File: config.mk
export PLATFORM = sky130hd
export DESIGN_NAME = simmem_delay_releaser
export DESIGN_NICKNAME = d
export VERILOG_FILES = /design/src/rtl/simmem_delay_releaser.sv
export SDC_FILE = /design/constraint.sdc
export NUM_CORES = 1
export LEC_CHECK = 0
export CORE_UTILIZATION = 32
export CTS_CLUSTER_SIZE = 12
export DETAILED_ROUTE_END_ITERATION = 7
export PLACE_DENSITY = 0.43
export SLEW_MARGIN = 15
export SYNTH_ARGS = -nofsm -noshare
export SYNTH_HDL_FRONTEND = slang
export SYNTH_SLANG_ARGS = --single-unit
export TNS_END_PERCENT = 20
File: constraint.sdc
create_clock -name clk_i -period 8.1 [get_ports clk_i]
set_clock_uncertainty 0.05 [all_clocks]
set_input_delay 1.62 -clock clk_i [delete_from_list [all_inputs] [get_ports clk_i]]
set_output_delay 1.62 -clock clk_i [all_outputs]
set_load 0.01 [all_outputs]
File: src/rtl/simmem_delay_releaser.sv
// Per-slot delay timers that raise release_en for a bank slot after its delay and hold it until released.
// Optional SIMMEM_RELEASER_ERR_CHECK_EN builds the sticky protocol checker behind err_o.
module simmem_delay_releaser #(
  parameter int unsigned NumSlots = 32,
  parameter int unsigned IidW     = $clog2(NumSlots),
  parameter int unsigned DelayW   = 8
) (
  input  logic                clk_i,
  input  logic                rst_ni,
  input  logic [IidW-1:0]     iid_i,
  input  logic [DelayW-1:0]   delay_i,
  input  logic                in_valid_i,
  output logic                in_ready_o,
  output logic [NumSlots-1:0] release_en_o,
  input  logic [NumSlots-1:0] released_onehot_i,
  output logic [IidW:0]       occupancy_o,
  output logic                err_o
);

  typedef enum logic [1:0] {
    FREE     = 2'd0,
    COUNTING = 2'd1,
    EXPIRED  = 2'd2
  } slot_state_e;

  slot_state_e       state_q [NumSlots];
  logic [DelayW-1:0] cnt_q   [NumSlots];

  logic [NumSlots-1:0] expired;
  logic [NumSlots-1:0] rel_valid;
  logic [IidW:0]       rel_cnt;
  logic                arm;

  always_comb begin
    expired = '0;
    for (int unsigned i = 0; i < NumSlots; i++) begin
      expired[i] = (state_q[i] == EXPIRED);
    end
  end

  assign release_en_o = expired;
  assign in_ready_o   = (state_q[iid_i] == FREE);
  assign arm          = in_valid_i && in_ready_o;
  // Release bits for slots that are not EXPIRED are dropped here.
  assign rel_valid    = released_onehot_i & expired;

  always_comb begin
    rel_cnt = '0;
    for (int unsigned i = 0; i < NumSlots; i++) begin
      rel_cnt = rel_cnt + (IidW+1)'(rel_valid[i]);
    end
  end

  always_ff @(posedge clk_i) begin
    if (!rst_ni) begin
      for (int unsigned i = 0; i < NumSlots; i++) begin
        state_q[i] <= FREE;
        cnt_q[i]   <= '0;
      end
      occupancy_o <= '0;
    end else begin
      for (int unsigned i = 0; i < NumSlots; i++) begin
        unique case (state_q[i])
          FREE: begin
            if (arm && (iid_i == IidW'(i))) begin
              if (delay_i <= DelayW'(1)) begin
                state_q[i] <= EXPIRED;
              end else begin
                state_q[i] <= COUNTING;
                cnt_q[i]   <= delay_i - DelayW'(1);
              end
            end
          end
          COUNTING: begin
            if (cnt_q[i] == DelayW'(1)) begin
              state_q[i] <= EXPIRED;
              cnt_q[i]   <= '0;
            end else begin
              cnt_q[i] <= cnt_q[i] - DelayW'(1);
            end
          end
          EXPIRED: begin
            if (released_onehot_i[i]) state_q[i] <= FREE;
          end
          default: state_q[i] <= FREE;
        endcase
      end
      occupancy_o <= occupancy_o + (IidW+1)'(arm) - rel_cnt;
    end
  end

`ifdef SIMMEM_RELEASER_ERR_CHECK_EN
  localparam int unsigned WdW = $clog2(NumSlots) + DelayW + 2;
  localparam logic [WdW-1:0] WdLimit = WdW'(NumSlots) << DelayW;

  logic [WdW-1:0] wd_q;
  logic           err_q;
  logic           bad_rel;
  logic           not_onehot;
  logic           stall;

  assign bad_rel    = |(released_onehot_i & ~expired);
  assign not_onehot = |(released_onehot_i & (released_onehot_i - NumSlots'(1)));
  assign stall      = in_valid_i && !in_ready_o;

  // wd_q counts consecutive stalled cycles; saturates so it cannot wrap back below the limit.
  always_ff @(posedge clk_i) begin
    if (!rst_ni) begin
      wd_q  <= '0;
      err_q <= 1'b0;
    end else begin
      if (!stall)         wd_q <= '0;
      else if (wd_q != '1) wd_q <= wd_q + WdW'(1);
      if (bad_rel || not_onehot || (stall && (wd_q >= WdLimit))) err_q <= 1'b1;
    end
  end

  assign err_o = err_q;
`else
  assign err_o = 1'b0;
`endif

endmodule
==> impl_metrics.yaml <==
run_status:
  status: "complete, no violations"
power_and_ir_drop:
  vdd_drop_max_mv: 0.223
  p_per_area_nw_per_um2: 236
  cellLeakagePower_uw: 0.00856
  finalPower_uw: 5770
hold_path:
  hold_depth: 1
  min_path_type: "reg2reg"
  hold_start: "cnt_q[1][104]"
  hold_end: "cnt_q[1][104]"
synth:
  avgSynthCellArea_um2: 10.1
  synth_edf_count: 320
  syn_area_um2: 21300
  synth_warnings: 0
  synth_nets: 2276
  synthFlopType: "edfxtp_1"
  synth.distinct_cells: 66
  synth_top_area_share_pct: 45.2
  synth_area_leaders: "edfxtp_1 45%, ha_1 5.7%, xnor2_1 5.0%, o22ai_1 3.8%, nor2_1 3.7%"
  ys_ff_latch: 326
  yosys.area.top_type: "edfxtp_1"
  postSynth.asyncResetShare_pct: 0
  syn-instance-count: 2102
  yosysSeqAreaShare_pct: 45.7
worst_setup_path:
  max_stage_delay_ns: 0.77
  crit_fanout: 14
  crit_chain: "clkdlybuf4s50_1 > or4b_1 > o221ai_1 > a21oi_1 > and3_1 > buf_4 > or2_2 > clkdlybuf4s50_1"
  cpMaxStageDelayCell: "clkdlybuf4s50_1"
  cp-start-kind: "input port"
  critPathBufInv: 3
  reg2reg_depth: 19
  endpoint_kind: "output port"
  worst_path_dominant_cell_family: "buffers and inverters"
  r2r-start: "state_q[5][1]"
  crit_type: "in2out"
  cp.required_ns: 6.43
  reg2reg_setup_slack_ns: 2.47
  cp.arrival_ns: 4.85
  crit-reg2reg-capture: "occupancy_o[5]"
  path_common_cell: "clkdlybuf4s50_1"
sta:
  period_needed_ns: 6.52
  hold_viol_final: 0
  relSlewSlack_pct: 19.0
  drv_slew: 0
  period_share_pct: 80.4
  worst_pin_slew_ns: 1.20
  grt_setup_unrepaired: "false"
  whs_ns: 0.594
  max_freq_mhz: 153
  setup_slack_ns: 1.58
  setup_tns_ns: 0
  setup_viol: 0
route:
  viasPerCell: 5.50
  drt_iter0_drc: 1226
  drtAntennaViolNets: 0
  drt-wirelength-per-cell_um: 22.4
  drc: 0
  dr_total_vias: 16900
  dr.pass1.iters: 5
  wl_um: 68700
clock_network:
  ctsHoldBuffers: 0
  postCtsSetupBuffers: 0
  numCtsBuffers: 43
  clk_path_buf_depth: 3
  clkTransAtPathRegs_ns: 0.05
  cts_tree: "done"
  cts_resized: 0
  clock-sinks: 326
  cts_root_buffer: "clkbuf_16"
  htreeDepth: 2
  clock_latency_ns: 0.59
global_routing:
  grt_overflow: 0
  grt_pass1_vias: 16400
  gr-usage-all-layers_pct: 20.4
  antenna_found_initial: 2
  grt_max_degree: 49
  grt_pass1_wl_um: 104000
floorplan:
  coreArea_um2: 65700
  die_w_um: 260
  ios: 88
  dieArea_um2: 67500
  initial_utilization_pct: 32.4
  std_cell_rows: 94
  dieHeight_um: 260
placed_design:
  dpl.hpwl_um: 46400
  io_buffers: 86
  pre_cts_slack_ns: 1.10
  gp_congestion: 0.843
finish:
  seqCellArea_um2: 9730
  fillCellCount: 6535
  final_layout_size_suffix_gt1_share_pct: 6.13
  multiInputGateArea_um2: 10500
  areaGrowthSynthToFinish_pct: 15.0
  layout.nets: 2347
  final_util_pct: 37.2
job:
  max_cap_viol_count: 0
## per-stage QoR
step / instance area [um^2] / std cells
after global routing: 24500 / 3067
final: 24500 / 3068
after CTS: 24500 / 3067
after detailed placement: 23100 / 2992
after floorplan: 21300 / 2102
after global placement: 23100 / 2992
## placed cells by master (no fill, tap or decap), types with 76 or more instances in the layout
master,synthesis,routed
edfxtp_1,320,320
nor3_1,76,76
ha_1,97,96
xnor2_1,122,117
o32ai_1,82,82
o22ai_1,129,129
nand2_1,144,144
nor2_1,207,207
clkdlybuf4s50_1,0,85
inv_1,167,166
## final cells by class
class / instances / area share (%)
antenna: 1 / 0.0102
clock buffer: 53 / 4.55
clock inverter: 22 / 0.778
inverter: 167 / 2.56
multi-input combinational: 1506 / 43.1
sequential: 326 / 39.8
tap: 864 / 4.42
timing repair buffer: 129 / 4.83
## power by group
group          internal [uW]  switching, uW  leakage [uW]
logic                    750            950       0.00451
clock network           1070            777      0.000640
registers               2060            168       0.00341
## state kept, by name, indices dropped and copies added (netlist names)
register     cells
state_q         64
occupancy_o      6
cnt_q          256
## synth_stat cells, drive strengths merged (4+ instances only)
library cell / count
and2: 23
nand4: 4
nand2: 145
ha: 97
o32ai: 82
clkbuf: 66
nor3: 78
edfxtp: 320
o221ai: 31
o31ai: 27
and3: 20
inv: 167
xor2: 74
a21o: 4
nor2: 207
a31oi: 12
o22ai: 129
o21bai: 6
nand3: 42
a211oi: 5
a21oi: 40
or2: 8
buf: 37
fa: 29
nand3b: 4
o211ai: 14
xnor2: 122
nor4b: 12
or3: 24
o21ai: 44
o22a: 16
o2bb2ai: 4
a211o: 4
a31o: 6
nand2b: 40
nor4: 51
o311a: 7
dfxtp: 6
or4: 20
nor2b: 43
## how the worst max path moves through the flow
stage | end | slack (ns) | from | depth (start not counted)
6_report | in_ready_o | 1.58 | iid_i[1] | 8
5_1_grt | in_ready_o | 1.45 | iid_i[1] | 8
4_1_cts | in_ready_o | 1.56 | iid_i[1] | 8
3_5_place_dp | occupancy_o[5] | 1.10 | released_onehot_i[8] | 18
3_3_place_gp | occupancy_o[5] | 1.11 | released_onehot_i[3] | 20
2_1_floorplan | occupancy_o[5] | 1.84 | released_onehot_i[3] | 19
## cell families after synthesis
kind of cell             count (synthesis)  synth area share [%]
AO/OA/AOI/OAI                          445                  14.9
XOR/XNOR                               196                  8.07
adder cells (fa/ha/maj)                126                  8.43
buffers and inverters                  270                  5.12
flip-flops                             326                  45.7
multiplexers                             5                 0.300
other                                    1                0.0176
AND/OR/NAND/NOR                        733                  17.4
## metal layers
layer | part of all wire (%) | routed length (um) | up-vias | track usage (%)
met5 | 0.035 | 24 | - | 0
met4 | 1.9 | 1300 | 4 | 4.53
met3 | 4.6 | 3140 | 81 | 2.90
met2 | 46 | 31700 | 393 | 32.7
met1 | 47 | 32500 | 8425 | 28.8
li1 | - | - | 7977 | -
Power figures use the tool's default switching activity.
